==> config.mk <==
export PLATFORM = sky130hd
export DESIGN_NAME = sync_1101_tx
export DESIGN_NICKNAME = d
export VERILOG_FILES = /design/src/rtl/sync_1101_pkg.sv /design/src/rtl/sync_1101_stuffer.sv /design/src/rtl/sync_1101_tx.sv
export SDC_FILE = /design/constraint.sdc
export NUM_CORES = 1
export LEC_CHECK = 0
export ABC_AREA = 0
export CORE_MARGIN = 3
export CORE_UTILIZATION = 47
export CTS_BUF_LIST = sky130_fd_sc_hd__clkbuf_16
export DETAILED_ROUTE_END_ITERATION = 6
export GPL_ROUTABILITY_DRIVEN = 0
export PLACE_DENSITY_LB_ADDON = 0.05
export SLEW_MARGIN = 30
export SYNTH_ARGS = -nofsm -noshare
export SYNTH_HDL_FRONTEND = slang
export SYNTH_HIERARCHICAL = 1
export SYNTH_SLANG_ARGS = --single-unit
==> constraint.sdc <==
create_clock -name clk -period 1.7 [get_ports clk]
set_clock_uncertainty 0.15 [all_clocks]
set_input_delay 0.34 -clock clk [delete_from_list [all_inputs] [get_ports clk]]
set_output_delay 0.34 -clock clk [all_outputs]
set_load 0.1 [all_outputs]
==> src/rtl/sync_1101_pkg.sv <==
// Shared constants for the 1101-marker serial transmitter: state encoding,
// header pattern and the bit-stuffing history values.
package sync_1101_pkg;

  typedef enum logic [1:0] {
    IDLE = 2'b00,
    HDR  = 2'b01,
    PAY  = 2'b11,
    STF  = 2'b10
  } state_e;

  localparam logic [3:0] HDR_PATTERN = 4'b1101;
  localparam logic [2:0] HIST_INIT   = 3'b101;
  localparam logic [2:0] STUFF_TRIG  = 3'b110;

endpackage

==> src/rtl/sync_1101_stuffer.sv <==
// Tracks the last three bits on the line and flags when the next bit could
// complete a 1101 marker. Present only when STUFF_EN is defined.
`ifdef STUFF_EN
module sync_1101_stuffer
  import sync_1101_pkg::*;
(
  input  logic clk,
  input  logic reset,
  input  logic load,
  input  logic shift_en,
  input  logic shift_bit,
  output logic stuff_req
);

  logic [2:0] hist_q, hist_d;

  always_comb begin
    hist_d = hist_q;
    if (load) begin
      hist_d = HIST_INIT;
    end else if (shift_en) begin
      hist_d = {hist_q[1:0], shift_bit};
    end
  end

  always_ff @(posedge clk or negedge reset) begin
    if (!reset) begin
      hist_q <= '0;
    end else begin
      hist_q <= hist_d;
    end
  end

  assign stuff_req = (hist_q == STUFF_TRIG);

endmodule
`endif

==> src/rtl/sync_1101_tx.sv <==
// Serial frame transmitter: 1101 header then W payload bits MSB-first.
// Define STUFF_EN to insert a 0 whenever the payload would form 1101.
module sync_1101_tx
  import sync_1101_pkg::*;
#(
  parameter int unsigned W = 8
) (
  input  logic         clk,
  input  logic         reset,
  input  logic [W-1:0] data,
  input  logic         valid,
  output logic         ready,
  output logic         y,
  output logic         en,
  output logic         last
);

  localparam int unsigned BW = $clog2(W) + 1;
  localparam logic [BW-1:0] BITS_INIT = BW'(W);
  localparam logic [BW-1:0] BITS_ONE  = BW'(1);

  state_e         state_q, state_d;
  logic [1:0]     hdr_cnt_q, hdr_cnt_d;
  logic [BW-1:0]  bits_left_q, bits_left_d;
  logic [W-1:0]   sreg_q, sreg_d;
  logic           y_q, y_d;
  logic           en_q, en_d;
  logic           last_q, last_d;
  logic           emit_pay;
  logic [1:0]     hdr_idx;

  // Output registers always show the bit currently on the line, so each
  // transition computes the bit that appears in the following cycle.
  assign hdr_idx = 2'd2 - hdr_cnt_q;

`ifdef STUFF_EN
  logic emit_stf;
  logic stuff_req;

  sync_1101_stuffer u_stuffer (
    .clk       (clk),
    .reset     (reset),
    .load      (state_q == IDLE && valid),
    .shift_en  (emit_pay || emit_stf),
    .shift_bit (y_d),
    .stuff_req (stuff_req)
  );
`endif

  always_comb begin
    // NOTE: every variable gets a default first so no path leaves it
    // unassigned, which would otherwise infer a latch.
    state_d     = state_q;
    hdr_cnt_d   = hdr_cnt_q;
    bits_left_d = bits_left_q;
    sreg_d      = sreg_q;
    y_d         = 1'b0;
    en_d        = 1'b0;
    last_d      = 1'b0;
    emit_pay    = 1'b0;
`ifdef STUFF_EN
    emit_stf    = 1'b0;
`endif

    case (state_q)
      IDLE: begin
        if (valid) begin
          state_d     = HDR;
          hdr_cnt_d   = 2'd0;
          sreg_d      = data;
          bits_left_d = BITS_INIT;
          y_d         = HDR_PATTERN[3];
          en_d        = 1'b1;
        end
      end
      HDR: begin
        if (hdr_cnt_q != 2'd3) begin
          hdr_cnt_d = hdr_cnt_q + 2'd1;
          y_d       = HDR_PATTERN[hdr_idx];
          en_d      = 1'b1;
        end else begin
          emit_pay = 1'b1;
        end
      end
      PAY: begin
        if (bits_left_q == '0) begin
          state_d = IDLE;
`ifdef STUFF_EN
        end else if (stuff_req) begin
          state_d  = STF;
          emit_stf = 1'b1;
          en_d     = 1'b1;
`endif
        end else begin
          emit_pay = 1'b1;
        end
      end
`ifdef STUFF_EN
      STF: begin
        emit_pay = 1'b1;
      end
`endif
      default: begin
        state_d = IDLE;
      end
    endcase

    if (emit_pay) begin
      state_d     = PAY;
      y_d         = sreg_q[W-1];
      sreg_d      = sreg_q << 1;
      bits_left_d = bits_left_q - BITS_ONE;
      en_d        = 1'b1;
      last_d      = (bits_left_q == BITS_ONE);
    end
  end

  always_ff @(posedge clk or negedge reset) begin
    if (!reset) begin
      state_q     <= IDLE;
      hdr_cnt_q   <= '0;
      bits_left_q <= '0;
      sreg_q      <= '0;
      y_q         <= 1'b0;
      en_q        <= 1'b0;
      last_q      <= 1'b0;
    end else begin
      // NOTE: non-blocking assignments so every flop samples the values
      // from before this edge, independent of statement order.
      state_q     <= state_d;
      hdr_cnt_q   <= hdr_cnt_d;
      bits_left_q <= bits_left_d;
      sreg_q      <= sreg_d;
      y_q         <= y_d;
      en_q        <= en_d;
      last_q      <= last_d;
    end
  end

  assign ready = (state_q == IDLE);
  assign y     = y_q;
  assign en    = en_q;
  assign last  = last_q;

endmodule

==> results of run 1 <==
## critical path: stages, from the launching register on
cell       delay, ps
dfrtp_1          390
inv_2             50
ha_1             190
nand4bb_1        190
nand2_2          120
buf_4            170
nor4b_2          280
## layer usage
metal / vias to the layer above / wire [microns]
met5: - / 0
met4: 0 / 42
met3: 4 / 105
met2: 24 / 1120
met1: 380 / 854
li1: 375 / -
## power by group
| part | total (mW) | internal (mW) | leakage (nW) | switching (mW) |
|---|---|---|---|---|
| clock network | 0.471 | 0.313 | 0.0423 | 0.158 |
| registers | 0.766 | 0.621 | 0.238 | 0.146 |
| logic | 1.29 | 0.615 | 0.355 | 0.674 |
## worst paths after layout
path                       cells past startpoint    endpoint  slack, ps
min in group clk                               1           y        340
setup reg to reg                               6        last         50
hold reg to reg                                1           y        340
max in group asynchronous                      2  state_q[1]        900
hold / removal                                 2   sreg_q[6]        280
setup / recovery                               6        last         50
## logic make-up (layout without fill, tap and decap cells)
logic type               count (synthesis)  in the layout
AND/OR/NAND/NOR                         22             22
multiplexers                            11             11
buffers and inverters                   12             43
flip-flops                              19             19
adder cells (fa/ha/maj)                  5              5
AO/OA/AOI/OAI                           20             20
## cell usage after synthesis, types with 2 or more instances
cell / number
inv_1: 7
mux2i_1: 7
nor2_1: 3
buf_6: 3
o21ai_0: 11
nand2_1: 4
a22o_1: 2
ha_1: 5
or2_2: 2
mux2_2: 2
mux2_4: 2
dfrtp_1: 19
nand3_1: 7
## registers in the layout, summed over array words and instances (netlist names)
| register | cells |
|---|---|
| sreg_q | 8 |
| state_q | 2 |
| y | 1 |
| en | 1 |
| hdr_cnt_q | 2 |
| bits_left_q | 4 |
| last | 1 |
## what timing repair did
action                                  4_1_cts  5_1_grt
buffers inserted                              0        4
endpoints found under the setup margin        5       15
gates resized for setup                       2        6
## layout make-up
| type | count | area [sq um] |
|---|---|---|
| sequential | 19 | 477 |
| fill | 123 | 468 |
| multi-input combinational | 58 | 463 |
| timing repair buffer | 32 | 314 |
| clock buffer | 3 | 75.1 |
| tap | 25 | 31.3 |
| inverter | 7 | 26.3 |
| clock inverter | 1 | 3.75 |
==> summary.txt, run 1 <==
outcome -> completed
row count -> 15
final count of hold timing violations -> 0
Initial Util -> 53.2%
CP Launch Point -> bits_left_q[0]
Final nets -> 137
worst hold slack -> 279 ps
Peak Freq -> 604 MHz
GRT met2 Usage -> 28.5%
Startpoint Class -> flip-flop
Synth Area in Compound Gates -> 13.3%
Clk Latency, worst-skew pair -> 250 ps
Clock Path Buffers -> 2
DP HPWL -> 1480 microns
# diodes -> 0
main flop type after synthesis -> dfrtp_1
post-layout util -> 74.8%
initial antenna violation count -> 0
Final min period -> 1650 ps
Slew Limit Fails -> 0
vias per cell -> 5.40
layout cells sized above 1 -> 32.5%
Worst EP arrival -> 1650 ps
Layout Cells excl Fill -> 145
Post-Syn Area -> 988 sq um
Simple-Gate Fraction of Synth Area -> 12.5%
DR DRC count -> 0
placed cells -> 137
placed cell area -> 1270 sq um
YS warnings -> 6
flops & latches, synth -> 19
gr usage total -> 17.6%
Setup violations, final -> 0
die area -> 2690 sq um
worst-margin pin slew -> 256 ps
DR pass1 iterations -> 6
Max-cap violations -> 0
syn_area_per_cell -> 11.1 sq um
P per Cell Area -> 1820 nW/um^2
total congestion overflow -> 0
clk root buf -> clkbuf_16
first-pass GRT wire length -> 3430 microns
number of library cell types mapped by synthesis -> 28
largest family of logic cells by synthesized area -> compound AO/OA/AOI/OAI gates
CP endpoint kind -> flip-flop
worst r2r src -> bits_left_q[0]
Routed WL per cell -> 14.6 microns
Die H -> 51.9 microns
Final Power -> 2.53 mW
Hold Path Class -> input pin to asynchronous set/reset pin
final wirelength -> 2120 microns
pre-CTS WS -> -323 ps
port bufs -> 14
total clock buffers created by CTS -> 3
largest cells by area after synthesis -> dfrtp_1 48%, mux2i_1 7.1%, ha_1 6.3%
most frequent cells in the layout -> 18 x dfrtp_1, 18 x buf_4, 10 x o21ai_0, 9 x clkdlybuf4s50_1
Die X -> 51.9 microns
vias post-DR -> 783
DR iter-0 viols -> 16
Sink Count -> 19
Yosys top cell area share -> 48.1%
fin worst setup slack -> 45.4 ps
critical path required time -> 1690 ps
worst-case vdd ir drop -> 1.35 mV
Synth Area in Adders -> 6.33%
htree depth -> 1
number of global-route vias before repair -> 745
crit-path max FO -> 4
CTS tree -> done
leakage power -> 0.635 nW
final period utilization -> 97.3%
Core ar. -> 1860 sq um
Slew headroom -> 82.8%
Reg clk slew, reported paths -> 50 ps
GR Layer Usage met3 -> 2.58%
Synth area leader -> dfrtp_1
XOR/XNOR Fraction of Synth Area -> 0%
Area Growth Syn to Fin -> 40.6%
hold_buf cts -> 0
GR Layer Usage met1 -> 22.5%
Post-synth ARST share -> 100%
largest net degree at the start of global routing -> 20
DRT antenna net count -> 0
number of synthesized flops with an enable pin -> 0
Final Instance Area -> 1390 sq um
I/O Pins -> 15
mux share of post-synthesis cell area -> 12.4%
Fin Setup TNS -> 0 ps
Seq/Total Area, Yosys -> 48.1%
Setup Crit Path Kind -> flip-flop to flip-flop
Most Crowded Layer GR -> met2
syn nets -> 105
Synth Instances -> 89
Power figures use the tool's default switching activity.
==> run 2: changes to the inputs <==
--- a/config.mk
+++ b/config.mk
@@ -11,6 +11,7 @@
 export CTS_BUF_LIST = sky130_fd_sc_hd__clkbuf_16
 export DETAILED_ROUTE_END_ITERATION = 6
 export GPL_ROUTABILITY_DRIVEN = 0
+export GPL_TIMING_DRIVEN = 0
 export PLACE_DENSITY_LB_ADDON = 0.05
 export SLEW_MARGIN = 30
 export SYNTH_ARGS = -nofsm -noshare
==> run 2 against run 1 <==
Sequential cell count did not move. Global-route usage rose by 0.35 points. Combinational power rose by 8%. Utilization rose by 1.2 points. Critical path depth fell by 1. Sequential share of layout area fell by 0.64 points. Register-to-register slack got worse by 30 ps. Routed wire length rose by 4.6%. Critical path type unchanged. Largest power group unchanged.
==> summary.txt, run 2 (synthesis results as in run 1) <==
CP endpoint kind -> flip-flop
Slew headroom -> 42.9%
DR pass1 iterations -> 4
worst-margin pin slew -> 853 ps
crit-path max FO -> 10
max reg flops -> 8
total congestion overflow -> 0
Final nets -> 138
htree depth -> 1
Final Power -> 2.60 mW
Crit path largest cell delay -> 410 ps
Slew Limit Fails -> 0
final count of hold timing violations -> 0
I/O Pins -> 15
placed cell area -> 1170 sq um
Reg clk slew, reported paths -> 50 ps
Core ar. -> 1860 sq um
Setup Crit Path Kind -> flip-flop to flip-flop
Top delay family on crit path -> compound AO/OA/AOI/OAI gates
outcome -> completed
Die H -> 51.9 microns
Clk Latency, worst-skew pair -> 250 ps
area of the multi-input gates -> 499 sq um
layout cells sized above 1 -> 33.9%
Hold Path Class -> flip-flop to flip-flop
final period utilization -> 99.4%
initial antenna violation count -> 0
row count -> 15
port bufs -> 14
largest reg by FF count -> sreg_q
Routed WL per cell -> 15.2 microns
leakage power -> 0.639 nW
CP Buf/Inv Count -> 1
Final Instance Area -> 1410 sq um
CTS tree -> done
Die X -> 51.9 microns
largest net degree at the start of global routing -> 20
DRT antenna net count -> 0
critical path required time -> 1680 ps
first-pass GRT wire length -> 3420 microns
Most Crowded Layer GR -> met2
P per Cell Area -> 1840 nW/um^2
commonest non-fill, non-tap cell in the layout -> dfrtp_1
Clock Path Buffers -> 2
number of global-route vias before repair -> 701
# diodes -> 0
GR Layer Usage met3 -> 4.58%
RSZ-0062 raised after global routing -> yes
die area -> 2690 sq um
Final min period -> 1690 ps
Area Growth Syn to Fin -> 42.9%
Largest regs -> sreg_q: 8 flops, bits_left_q: 4 flops
vias per cell -> 5.55
Worst EP arrival -> 1670 ps
Setup violations, final -> 0
DR iter-0 viols -> 19
clk root buf -> clkbuf_16
Initial Util -> 53.2%
worst-case vdd ir drop -> 1.27 mV
final wirelength -> 2220 microns
Max-cap violations -> 0
most frequent cells in the layout -> 19 x dfrtp_1, 15 x buf_4, 10 x o21ai_0, 9 x clkdlybuf4s50_1
register area -> 475 sq um
gr usage total -> 17.9%
Sink Count -> 19
GR Layer Usage met1 -> 22.5%
DP HPWL -> 1320 microns
GRT met2 Usage -> 28.9%
Peak Freq -> 592 MHz
vias post-DR -> 811
total clock buffers created by CTS -> 3
worst path cell trace -> ha_4, o21a_4, buf_6, a21o_1, o221a_1
Slowest-stage cell, CP -> dfrtp_1
Startpoint Class -> flip-flop
# fillers -> 121
DR DRC count -> 0
## run 2: routing by layer
| layer | vias up | part of all wire (%) |
|---|---|---|
| met2 | 26 | 52 |
| li1 | 378 | - |
| met3 | 5 | 5.4 |
| met1 | 402 | 41 |
| met4 | 0 | 1.2 |
| met5 | - | 0 |
## run 2: per-stage QoR
stage	std cells	utilization, %	setup TNS [ps]	hold slack [ps]	worst slack (ps)
after floorplan	89	-	0	-106	29.4
after global placement	128	62.8	-2720	322	-510
after detailed placement	128	62.8	-2980	346	-517
after CTS	138	70.1	0	357	11.6
after global routing	146	76.0	-118	378	-44.1
final	146	76.0	0	361	10.8
## run 2: where the power goes
group	total [mW]	leakage [nW]	internal, mW	switching (mW)
registers	0.732	0.239	0.618	0.115
logic	1.39	0.358	0.650	0.742
clock network	0.476	0.0423	0.313	0.163
total	2.60	0.639	1.58	1.02
## run 2: final timing paths
path / startpoint / to / slack (ps) / cells after the start
worst max-delay path: hdr_cnt_q[1] / bits_left_q[3] / 10 / 5
worst min-delay path: sreg_q[7] / y / 360 / 1
worst max register to register: hdr_cnt_q[1] / bits_left_q[3] / 10 / 5
worst min register to register: sreg_q[7] / y / 360 / 1
max in group asynchronous: reset / bits_left_q[0] / 440 / 1
min in group asynchronous: reset / state_q[0] / 430 / 1
## run 2: repair_timing
item | 4_1_cts | 5_1_grt
resized for setup | 21 | 9
pin swaps | 0 | 3
setup endpoints to repair | 14 | 14
hold buffers | 0 | 0
buffers inserted | 6 | 8
## run 2: layout make-up
| class | count | area share (%) |
|---|---|---|
| Sequential cell | 19 | 33.7 |
| Inverter | 7 | 1.86 |
| Buffer | 5 | 3.99 |
| Multi-Input combinational cell | 58 | 35.3 |
| Tap cell | 25 | 2.21 |
| Clock buffer | 3 | 5.31 |
| Timing Repair Buffer | 28 | 17.4 |
| Clock inverter | 1 | 0.266 |
==> run 3: changes to the inputs <==
--- a/config.mk
+++ b/config.mk
@@ -13,6 +13,8 @@
 export GPL_ROUTABILITY_DRIVEN = 0
 export GPL_TIMING_DRIVEN = 0
 export PLACE_DENSITY_LB_ADDON = 0.05
+export REMOVE_ABC_BUFFERS = 1
+export SETUP_SLACK_MARGIN = 0.1
 export SLEW_MARGIN = 30
 export SYNTH_ARGS = -nofsm -noshare
 export SYNTH_HDL_FRONTEND = slang
==> run 3 against run 2 <==
Clock power about the same. Power is 1.7% higher. Sequential power increased by 2.9%. Critical path depth shrank 2. Final cell count decreased by 0.68%. First-iteration DRC count down 68%. Maximum frequency grew 4.3%. Combinational power about the same. Utilization decreased by 0.27 points. Hold slack got worse by 8.7 ps. Critical path type unchanged. Register-to-register slack better by 70 ps.
==> summary.txt, run 3 (synthesis results as in run 1) <==
Peak Freq -> 618 MHz
vias per cell -> 5.31
total clock buffers created by CTS -> 3
Initial Util -> 53.2%
Reg clk slew, reported paths -> 50 ps
commonest non-fill, non-tap cell in the layout -> buf_4
GR Layer Usage met3 -> 2.87%
fin worst setup slack -> 81.0 ps
CP endpoint kind -> flip-flop
Largest regs -> sreg_q: 8 flops, bits_left_q: 4 flops
Switching Share -> 40.0%
combinational share of power -> 53.4%
worst-case vdd ir drop -> 1.05 mV
Startpoint Class -> flip-flop
clock share of power -> 18.1%
Clk Latency, worst-skew pair -> 250 ps
DP HPWL -> 1150 microns
most frequent cells in the layout -> 18 x buf_4, 17 x dfrtp_1, 9 x clkdlybuf4s50_1, 7 x mux2i_1, 7 x nand3_1
Die X -> 51.9 microns
htree depth -> 1
pre-CTS WS -> -805 ps
Core ar. -> 1860 sq um
leakage power -> 0.630 nW
clk root buf -> clkbuf_16
GRT met2 Usage -> 27.0%
die area -> 2690 sq um
I/O Pins -> 15
row count -> 15
Final nets -> 137
CTS tree -> done
first-pass GRT wire length -> 3390 microns
critical path required time -> 1690 ps
placed cells -> 123
Worst R2R Path Depth -> 3
initial antenna violation count -> 0
DRT antenna net count -> 0
Top cell by count, worst path -> mux2_4
DR pass1 iterations -> 4
Routed WL per cell -> 15.1 microns
P per Cell Area -> 1880 nW/um^2
Slowest-stage cell, CP -> dfrtp_2
final period utilization -> 95.2%
Setup violations, final -> 0
outcome -> completed
final count of hold timing violations -> 0
gr usage total -> 17.2%
final wirelength -> 2180 microns
max reg flops -> 8
P_int -> 1.58 mW
GR Layer Usage met1 -> 21.7%
Area Growth Syn to Fin -> 42.4%
DR iter-0 viols -> 6
Final min period -> 1620 ps
area of the multi-input gates -> 529 sq um
vias post-DR -> 770
DR DRC count -> 0
RSZ-0062 raised after global routing -> yes
sequential power share -> 28.5%
Most Crowded Layer GR -> met2
crit-path max FO -> 4
hold_sp -> sreg_q[7]
NetSw -> 1.06 mW
Hold Path Class -> flip-flop to flip-flop
Crit path largest cell delay -> 430 ps
register area -> 478 sq um
Clock Path Buffers -> 2
Crit Reg-Reg Endpoint -> sreg_q[6]
largest net degree at the start of global routing -> 20
WHS Path Cells -> 1
Die H -> 51.9 microns
Slew Limit Fails -> 0
largest reg by FF count -> sreg_q
Setup Crit Path Kind -> flip-flop to flip-flop
Hold Path End -> y
Sink Count -> 19
number of global-route vias before repair -> 756
total congestion overflow -> 0
R2R setup slack -> 80 ps
Layout Cells excl Fill -> 145
worst r2r src -> state_q[1]
Max-cap violations -> 0
Worst EP arrival -> 1610 ps
worst-margin pin slew -> 870 ps
# fillers -> 112
worst path cell trace -> nor3b_4, mux2_4, mux2_4
Slew headroom -> 41.8%
layout cells sized above 1 -> 38.3%
hold_buf cts -> 0
# diodes -> 0
port bufs -> 14
-- run 3: through the flow --
stage | hold slack (ps) | TNS (ps) | utilization, % | area [sq um] | total power [mW]
6_report | 352 | 0 | 75.8 | 1410 | 2.64
5_1_grt | 380 | 0 | 75.8 | 1410 | 2.82
4_1_cts | 351 | 0 | 71.2 | 1320 | 2.40
3_5_place_dp | 333 | -8880 | 59.9 | 1110 | 1.70
3_3_place_gp | 326 | -9120 | 59.9 | 1110 | 1.68
2_1_floorplan | -106 | -1030 | - | 942 | 1.46
-- run 3: what timing repair did --
item,4_1_cts,5_1_grt
setup endpoints to repair,21,17
buffers inserted,11,7
hold endpoints to repair,0,0
resized for setup,33,17
pin swaps,2,6
-- run 3: metal layers --
layer	vias to the layer above	part of all wire, %
li1	376	-
met1	368	41
met2	18	53
met3	8	3.5
met4	0	3.1
met5	-	0
-- run 3: how the worst max path moves through the flow --
stage	startpoint	endpoint	slack [ps]
2_1_floorplan	state_q[0]	ready	-520
3_3_place_gp	valid	sreg_q[6]	-820
3_5_place_dp	valid	sreg_q[6]	-800
4_1_cts	state_q[1]	sreg_q[6]	90
5_1_grt	bits_left_q[0]	state_q[1]	40
6_report	state_q[1]	sreg_q[6]	80
-- run 3: critical path, delay by kind of cell (launching register included) --
family | cells | cell delay, ps
DFF | 1 | 430
muxes | 2 | 590
and+or+nand+nor | 1 | 320
-- run 3: cell type report --
cell class                      instances  share of cell area (%)
Sequential cell                        19                    34.0
Clock inverter                          1                   0.267
Inverter                                7                    2.13
Clock buffer                            3                    5.33
Tap cell                               25                    2.22
Multi-Input combinational cell         58                    37.6
Timing Repair Buffer                   32                    18.5
-- run 3: power by group through the flow --
stage	registers (mW)	logic [mW]	clock network (mW)
finish	0.753	1.41	0.478
global route	0.774	1.53	0.514
CTS	0.742	1.17	0.484
detailed placement	0.762	0.939	0
global placement	0.758	0.920	0
floorplan	0.872	0.590	0
